[config.mk]
export PLATFORM = sky130hd
export DESIGN_NAME = saturate_stream
export DESIGN_NICKNAME = d
export VERILOG_FILES = /design/src/rtl/saturate_pkg.sv /design/src/rtl/saturate_lane.sv /design/src/rtl/saturate_stream.sv
export SDC_FILE = /design/constraint.sdc
export NUM_CORES = 1
export LEC_CHECK = 0
export CAP_MARGIN = 5
export CORE_MARGIN = 8
export CORE_UTILIZATION = 35
export DETAILED_ROUTE_END_ITERATION = 12
export PLACE_DENSITY_LB_ADDON = 0.25
export SYNTH_ARGS = -nofsm -noshare
export SYNTH_HDL_FRONTEND = slang
export SYNTH_SLANG_ARGS = --single-unit
[constraint.sdc]
create_clock -name clk -period 2.69 [get_ports clk]
set_input_delay 0.269 -clock clk [delete_from_list [all_inputs] [get_ports clk]]
set_output_delay 0.269 -clock clk [all_outputs]
set_load 0.01 [all_outputs]
[src/rtl/saturate_pkg.sv]
// Shared types and constant helpers for the streaming requantizer.
package saturate_pkg;

  typedef enum logic [1:0] {
    TRUNC     = 2'b00,
    HALF_UP   = 2'b01,
    HALF_EVEN = 2'b10,
    RSVD      = 2'b11
  } rmode_e;

  // One guard bit above the input so that rounding up can never wrap.
  function automatic int ext_width(int in_w);
    return in_w + 1;
  endfunction

  function automatic longint sat_max(int limit);
    return (longint'(1) <<< (limit - 1)) - longint'(1);
  endfunction

  function automatic longint sat_min(int limit);
    return -(longint'(1) <<< (limit - 1));
  endfunction

endpackage

[src/rtl/saturate_lane.sv]
// One lane: shift/round on the input side, clamp on the stage-1 side.
module saturate_lane
  import saturate_pkg::*;
#(
  parameter int IN_WIDTH  = 32,
  parameter int OUT_WIDTH = 16,
  parameter int LIMIT     = OUT_WIDTH,
  localparam int EW = ext_width(IN_WIDTH),
  localparam int SW = $clog2(IN_WIDTH)
) (
  input  logic signed [IN_WIDTH-1:0] x_i,
  input  logic        [SW-1:0]       shift_i,
  input  logic        [1:0]          mode_i,
  output logic signed [EW-1:0]       rnd_o,
  input  logic signed [EW-1:0]       v_i,
  output logic        [OUT_WIDTH-1:0] y_o,
  output logic                       hi_o,
  output logic                       lo_o
);

  localparam logic signed [EW-1:0] MAXV = EW'(sat_max(LIMIT));
  localparam logic signed [EW-1:0] MINV = EW'(sat_min(LIMIT));

  logic signed [EW-1:0]       xe, q;
  logic        [IN_WIDTH-1:0] mask, r, h;
  logic                       up;

  always_comb begin
    xe   = {x_i[IN_WIDTH-1], x_i};
    q    = xe >>> shift_i;
    mask = ~({IN_WIDTH{1'b1}} << shift_i);
    r    = x_i & mask;
    h    = {{(IN_WIDTH-1){1'b0}}, 1'b1} << (shift_i - SW'(1));
    up   = 1'b0;
    case (rmode_e'(mode_i))
      HALF_UP:   up = (r >= h);
      HALF_EVEN: up = (r > h) || ((r == h) && q[0]);
      default:   up = 1'b0;
    endcase
    if (shift_i == '0) up = 1'b0;
    rnd_o = q + EW'(up);
  end

  // In-range values fit in LIMIT <= OUT_WIDTH bits, so truncation keeps the sign extension.
  always_comb begin
    hi_o = (v_i > MAXV);
    lo_o = (v_i < MINV);
    if (hi_o)      y_o = OUT_WIDTH'(MAXV);
    else if (lo_o) y_o = OUT_WIDTH'(MINV);
    else           y_o = v_i[OUT_WIDTH-1:0];
  end

endmodule

[src/rtl/saturate_stream.sv]
// Two-stage N-lane requantizer with valid/ready handshake and saturation monitor.
module saturate_stream
  import saturate_pkg::*;
#(
  parameter int N         = 4,
  parameter int IN_WIDTH  = 32,
  parameter int OUT_WIDTH = 16,
  parameter int LIMIT     = OUT_WIDTH,
  parameter int CNT_WIDTH = 16,
  localparam int SW = $clog2(IN_WIDTH)
) (
  input  logic                   clk,
  input  logic                   rst_n,
  input  logic [N*IN_WIDTH-1:0]  in_data,
  input  logic [SW-1:0]          in_shift,
  input  logic [1:0]             in_mode,
  input  logic                   in_valid,
  output logic                   in_ready,
  output logic [N*OUT_WIDTH-1:0] out_data,
  output logic                   out_valid,
  input  logic                   out_ready,
  output logic [N-1:0]           sat_hi,
  output logic [N-1:0]           sat_lo,
  output logic [CNT_WIDTH-1:0]   sat_count,
  input  logic                   clear
);

  localparam int EW = ext_width(IN_WIDTH);

  logic [N-1:0][EW-1:0]        rnd, s1_q;
  logic [N-1:0][OUT_WIDTH-1:0] y, data_q;
  logic [N-1:0]                hi, lo, hi_q, lo_q, hi_d, lo_d;
  logic [CNT_WIDTH-1:0]        cnt_q, cnt_d;
  logic [2:1]                  vld_pipe_q;
  logic                        s1_adv, s2_adv, sat_evt;

  for (genvar k = 0; k < N; k++) begin : g_lane
    saturate_lane #(.IN_WIDTH(IN_WIDTH), .OUT_WIDTH(OUT_WIDTH), .LIMIT(LIMIT)) u_lane (
      .x_i    (in_data[k*IN_WIDTH +: IN_WIDTH]),
      .shift_i(in_shift),
      .mode_i (in_mode),
      .rnd_o  (rnd[k]),
      .v_i    (s1_q[k]),
      .y_o    (y[k]),
      .hi_o   (hi[k]),
      .lo_o   (lo[k])
    );
  end

  // Ready ripples back combinationally from out_ready; there is no skid buffer.
  assign s2_adv   = out_ready | ~vld_pipe_q[2];
  assign s1_adv   = s2_adv | ~vld_pipe_q[1];
  assign in_ready = s1_adv;
  assign sat_evt  = s2_adv & vld_pipe_q[1] & (|{hi, lo});

  // Clear first, then a same-cycle event lands on the cleared state.
  always_comb begin
    hi_d  = clear ? '0 : hi_q;
    lo_d  = clear ? '0 : lo_q;
    cnt_d = clear ? '0 : cnt_q;
    if (sat_evt) begin
      hi_d = hi_d | hi;
      lo_d = lo_d | lo;
      if (~&cnt_d) cnt_d = cnt_d + CNT_WIDTH'(1);
    end
  end

  always_ff @(posedge clk or negedge rst_n) begin
    if (!rst_n) begin
      vld_pipe_q <= '0;
      s1_q       <= '0;
      data_q     <= '0;
      hi_q       <= '0;
      lo_q       <= '0;
      cnt_q      <= '0;
    end else begin
      if (s1_adv) begin
        vld_pipe_q[1] <= in_valid;
        if (in_valid) s1_q <= rnd;
      end
      if (s2_adv) begin
        vld_pipe_q[2] <= vld_pipe_q[1];
        if (vld_pipe_q[1]) data_q <= y;
      end
      hi_q  <= hi_d;
      lo_q  <= lo_d;
      cnt_q <= cnt_d;
    end
  end

  assign out_data  = data_q;
  assign out_valid = vld_pipe_q[2];
  assign sat_hi    = hi_q;
  assign sat_lo    = lo_q;
  assign sat_count = cnt_q;

endmodule

Word-level counts from Yosys, hierarchy flattened

Cells that the tools add are included.

Add/subtract/negate cells: 6
$lt $le $gt $ge: 16
Equality and inequality tests: 6
Shift operators: 6
Muxes and demuxes: 23
Bitwise operators: 13
Reductions and logical operators: 13

Operators with widths:

| cell                                                                               | count |
|---|---|
| 16-bit 2-to-1 mux                                                                  | 11 |
| 33-bit by 1-bit adder with 33-bit output                                           | 4 |
| 33-bit by 16-bit greater-than comparator with 1-bit output (second input constant) | 4 |
| 33-bit by 16-bit less-than comparator with 1-bit output (second input constant)    | 4 |
| 32-bit by 5-bit >>> shifter with 33-bit output                                     | 4 |
| 32-bit bitwise AND                                                                 | 4 |
| 32-bit equality test                                                               | 4 |
| 32-bit >= comparator                                                               | 4 |
| 32-bit greater-than comparator                                                     | 4 |
| 32-bit NOT                                                                         | 1 |
| 1-bit by 5-bit << shifter with 32-bit output (first input constant)                | 1 |
| 32-bit by 5-bit << shifter with 32-bit output (first input constant)               | 1 |
| 16-bit by 1-bit adder with 16-bit output (second input constant)                   | 1 |
| 4-bit 2-to-1 mux                                                                   | 4 |
| 16-bit AND reduction                                                               | 1 |
| 4-bit OR                                                                           | 2 |
| 1-bit case mux with 2 select lines                                                 | 4 |
| 8-bit OR reduction                                                                 | 1 |
| 5-bit zero test                                                                    | 1 |
| 5-bit by 1-bit subtractor with 5-bit output (second input constant)                | 1 |
| 1-bit logical AND                                                                  | 4 |
| 1-bit logical OR                                                                   | 4 |
| 1-bit 2-to-1 mux                                                                   | 4 |
| 2-bit AND reduction                                                                | 2 |
| other kinds (5)                                                                    | 8 |

Bits in registers: 222
Output and inout port bits: 90
Logic and storage cells: 96

Depth between registers and ports, before layout

Gate-level depths: netlist (run 1).

Depth in word-level cells: 9
Depth in mapped cells: 29
Depth with buffers taken out: 22

Modules after synthesis

Synthesis (run 1) repeated with hierarchy kept, for this count alone.

Cells, all modules: 3197
Area total of the unflattened synthesis: 27925.5 um^2

Modules (own cells, without submodules):

| module                                | instances | cells an instance | area each (um^2) |
|---|---|---|---|
| saturate_lane at g_lane[0].u_lane ... | 3         | 630               | 4777.1 |
| saturate_stream                       | 1         | 678               | 8662.1 |
| saturate_lane at g_lane[3].u_lane     | 1         | 629               | 4932.2 |

Least setup slack after synthesis (run 1)

OpenSTA, ideal clock, no wires.

Path kind: in2reg
Start point: input in_shift[4]
End point: register s1_q[90] in the netlist's numbering
Library setup time: 0.077 ns
Data arrival time: 5.391 ns
Required time: 2.613 ns
Slack: -2.777 ns
Stages: 25
Buffers on the path: 10
Cells stage by stage: buf_2 -> buf_2 -> buf_2 -> buf_2 -> buf_1 -> buf_1 -> clkbuf_1 -> buf_1 -> clkbuf_1 -> and3_1 -> ha_1 -> nand4_1 -> or4b_1 -> or3_1 -> o41a_1 -> o21ai_0 -> a31oi_1 -> ha_1 -> ha_1 -> nor3b_1 -> nand4_1 -> buf_2 -> nor4_1 -> xor2_1 -> o21ai_1

Cells in the longest elaborated chain, start to end: 9
Elaborated cells on any way between the ends: 15

RTL lines:

| item                                                                   | RTL line              | source |
|---|---|---|
| from (decl)                                                            | saturate_stream.sv:15 | `input logic [SW-1:0] in_shift,` |
| branches (longest 8 deep; another with 32-bit greater-than comparator) | n/a                   |  |
| 33-bit by 1-bit adder with 33-bit output *                             | saturate_lane.sv:41   | `rnd_o = q + EW'(up);` |
| to (signal assigned)                                                   | saturate_stream.sv:79 | `if (in_valid) s1_q <= rnd;` |
| to (decl)                                                              | saturate_stream.sv:30 | `logic [N-1:0][EW-1:0] rnd, s1_q;` |

Mark *: on every way between the ends.
A chain may end at the register's enable or synchronous reset.

Worst setup path in the final report (run 1)

Start point: input in_shift[3]
End point: register s1_q[32] in the netlist's numbering

Same word-level chain as after synthesis.

==> results of run 1 <==
-- through the flow --
stage / util, % / TNS (ps) / setup slack, ps / area [sq um] / hold WS [ps]
2_1_floorplan: - / -195360 / -1860 / 25900 / -26.6
3_3_place_gp: 48.3 / -266200 / -2750 / 34500 / 273
3_5_place_dp: 48.3 / -267520 / -2700 / 34500 / 280
4_1_cts: 52.4 / -121800 / -1240 / 37500 / 355
5_1_grt: 53.7 / -142210 / -1490 / 38400 / 389
6_report: 53.7 / -129210 / -1340 / 38400 / 329
-- flip-flops by register name, summed over array words and instances, names as in the netlist --
signal      count
s1_q          132
out_data       64
sat_count      16
sat_hi          4
sat_lo          4
vld_pipe_q      2
-- critical path, stage by stage --
cell	delay (ps)
buf_8	110
buf_8	140
nor3b_4	260
buf_6	150
nand2_8	70
buf_6	130
buf_6	130
and3_4	170
ha_4	270
nand2_4	40
nor2_4	90
nand3_2	100
nor2_4	160
o2111ai_4	160
o21ai_2	190
a211oi_2	80
a31oi_4	290
ha_4	200
ha_4	140
o31ai_4	70
nor2b_2	210
nand4_4	170
buf_6	180
buf_6	110
o41ai_4	370
o21ai_1	120
-- power by group through the flow --
stage | Combinational [mW] | Sequential [mW] | Clock (mW)
after floorplan | 3.17 | 4.42 | 0
after global placement | 6.68 | 4.37 | 0
after detailed placement | 6.75 | 4.41 | 0
after CTS | 7.15 | 4.35 | 3.27
after global routing | 7.86 | 4.43 | 3.39
final | 7.38 | 4.35 | 3.18
-- final cells by class --
cell class / count / area (sq um)
antenna: 1 / 2.50
clock buffer: 24 / 567
clock inverter: 11 / 161
fill: 6381 / 33100
inverter: 33 / 125
multi-input combinational: 2364 / 20700
sequential: 222 / 5560
tap: 950 / 1190
timing repair buffer: 1159 / 10100
-- final timing paths --
kind                                       endpoint  slack (ps)
setup / recovery               s1_q[32]$_DFFE_PN0P_       -1340
hold / removal             out_data[41]$_DFFE_PN0P_         330
setup reg to reg             sat_count[5]$_DFF_PN0_         160
hold reg to reg               s1_q[100]$_DFFE_PN0P_         470
max in group asynchronous       sat_hi[0]$_DFF_PN0_        1640
min in group clk              s1_q[100]$_DFFE_PN0P_         470
-- synth_stat cells (12+ instances only) --
cell type / n / share of area (%)
nand2_1: 412 / 6.1
o21ai_0: 277 / 5.5
dfrtp_1: 222 / 22
mux4_2: 143 / 13
nor2_1: 129 / 1.9
ha_1: 119 / 5.9
mux2i_1: 116 / 4.6
clkbuf_1: 107 / 1.6
a21oi_1: 96 / 1.9
mux2_2: 70 / 3.1
xnor2_1: 66 / 2.3
and2_1: 62 / 1.5
xor2_1: 62 / 2.1
and3_1: 59 / 1.5
nor2b_1: 54 / 1.3
nand3_1: 52 / 1.0
nor3_1: 48 / 0.95
o21ai_1: 45 / 0.89
nand4_1: 42 / 1.0
a21o_1: 39 / 1.2
nor4_1: 38 / 0.94
buf_2: 36 / 0.71
nand2b_1: 33 / 0.82
buf_4: 32 / 0.95
inv_1: 31 / 0.46
o22ai_1: 27 / 0.67
buf_6: 23 / 1.0
o211ai_1: 23 / 0.68
o21a_1: 22 / 0.65
a211oi_1: 20 / 0.59
a31oi_1: 19 / 0.47
a22oi_1: 18 / 0.53
mux4_1: 16 / 1.7
or3_1: 15 / 0.37
nor3b_1: 14 / 0.42
buf_1: 12 / 0.18
-- kinds of logic after synthesis --
logic type	after synthesis	synth area share (%)
AND/OR/NAND/NOR	1051	21.8
AO/OA/AOI/OAI	713	17.6
multiplexers	349	22.3
buffers and inverters	255	5.81
flip-flops	222	22.0
XOR/XNOR	128	4.44
adder cells (fa/ha/maj)	123	6.05
-- timing repair --
item	in CTS	in global routing
endpoints found under the setup margin	141	143
hold endpoints to repair	70	0
resized for setup	400	119
hold buffers	1	0
pin swaps	164	139
cloned	3	2
setup buffers	62	33
-- routing by layer --
metal / track usage [%] / share of wire (%) / vias up
met4: 14.7 / 6.1 / 0
met2: 46.3 / 45 / 1213
met3: 3.31 / 6.5 / 258
li1: - / - / 12600
met5: 0 / 0 / -
met1: 38.4 / 42 / 13500
-- placed cells by master (no fill, tap or decap), types with 24 or more instances in the layout --
cell type        synthesis  final
a21oi_1                 96     88
ha_1                   119     92
o22ai_1                 27     27
and2_1                  62     52
dfrtp_1                222    222
o21ai_1                 45    117
nand4_1                 42     42
nand3_1                 52     35
nand2b_1                33     31
mux4_2                 143    143
clkdlybuf4s50_1          0    215
o21ai_0                277    191
nor2_1                 129    106
buf_4                   32    809
mux2i_1                116    116
a21o_1                  39     39
nor2b_1                 54     47
inv_1                   31     29
buf_12                   9     26
buf_6                   23     84
ha_4                     0     27
and3_1                  59     41
clkbuf_16                0     24
mux2_2                  70     70
nand2_1                412    375
xnor2_2                  0     24
xor2_1                  62     48
xnor2_1                 66     40
==> impl_metrics.json, run 1 <==
{
  "syn_area_sq_um": 25300,
  "power_leakage_nw": 16.7,
  "power.density_nw_per_um2": 389,
  "start_kind": "input pin",
  "rsz0062_at_grt": "yes",
  "cts_sinks": 222,
  "ys_ff_latch": 222,
  "drtIter0Drc": 2547,
  "violations": "negative setup slack",
  "io_buffers": 229,
  "pwr-share-seq_pct": 29.2,
  "syn_area_per_cell_sq_um": 8.90,
  "endpoint_kind": "flip-flop",
  "instances_no_fill": 4764,
  "cp.arrival_ps": 4410,
  "clockBufferDepth": 3,
  "regToRegStartpoint": "s1_q[96]$_DFFE_PN0P_",
  "drc": 0,
  "path_class": "in2reg",
  "finalCritPeriodShare_pct": 150,
  "min_path_type": "in2async",
  "drive_above_1_share_pct": 40.6,
  "antenna_found_initial": 2,
  "ir_drop_mv": 0.469,
  "initial_core_util_pct": 35.4,
  "critPathLaunch": "in_shift[3]",
  "cts-root-buf": "clkbuf_16",
  "pwr-share-clk_pct": 21.3,
  "p_int_mw": 9.43,
  "finalPower_mw": 14.9,
  "synth_nets": 3100,
  "syn_inst": 2841,
  "grt_pass1_vias": 27600,
  "grtUsageTotal_pct": 28.9,
  "setup_viol": 132,
  "setup_ws_ps": -1340,
  "reg2reg_depth": 10,
  "p_sw_share_pct": 36.8,
  "ys_seq_area_share_pct": 22.0,
  "numCtsBuffers": 21,
  "num_io_pins": 230,
  "path_max_fanout": 8,
  "finalWeightedCongestion": 1.04,
  "max_freq_mhz": 248,
  "period_minus_slack_ps": 4030,
  "hold_viol": 0,
  "async_flop_share_pct": 100,
  "grt_overflow": 0,
  "slew_headroom_pct": 47.9,
  "dieWidth_microns": 285,
  "cts-htree-levels": 1,
  "worstPathRequired_ps": 3070,
  "status": "finished with violations",
  "tightest_slew_ps": 779,
  "ys_warn_count": 0,
  "die_h_microns": 285,
  "post_drt_wl_per_cell_microns": 25.8,
  "rows": 98,
  "fin_worst_skew_ps": 10.9,
  "synth_edf_count": 0,
  "die-area_sq_um": 81100,
  "ys.flop_type": "dfrtp_1",
  "coreArea_sq_um": 71500,
  "cts_tree": "done",
  "wl_microns": 123000,
  "final_nets": 4060,
  "path_clk_slew_ps": 70,
  "ant_nets": 0,
  "ys_types": 113,
  "drv_cap": 0,
  "dr.pass1.iters": 5,
  "dp_hpwl_microns": 97700,
  "via_count": 27600,
  "grt_max_degree": 133,
  "vias_per_cell": 5.78,
  "p_switching_mw": 5.48,
  "pwr-share-comb_pct": 49.5,
  "area_growth_syn_to_layout_pct": 51.7,
  "clock_latency_ps": 510,
  "maxSlewViolCount": 0,
  "grt_pass1_wl_microns": 182000,
  "dp_cells": 4640
}
Power figures use the tool's default switching activity.
==> run 2, diff against run 1 <==
ABC_AREA = 0   (was default)
==> results of run 2 <==
The final DEF is identical to that of run 1; final timing and power are the same.
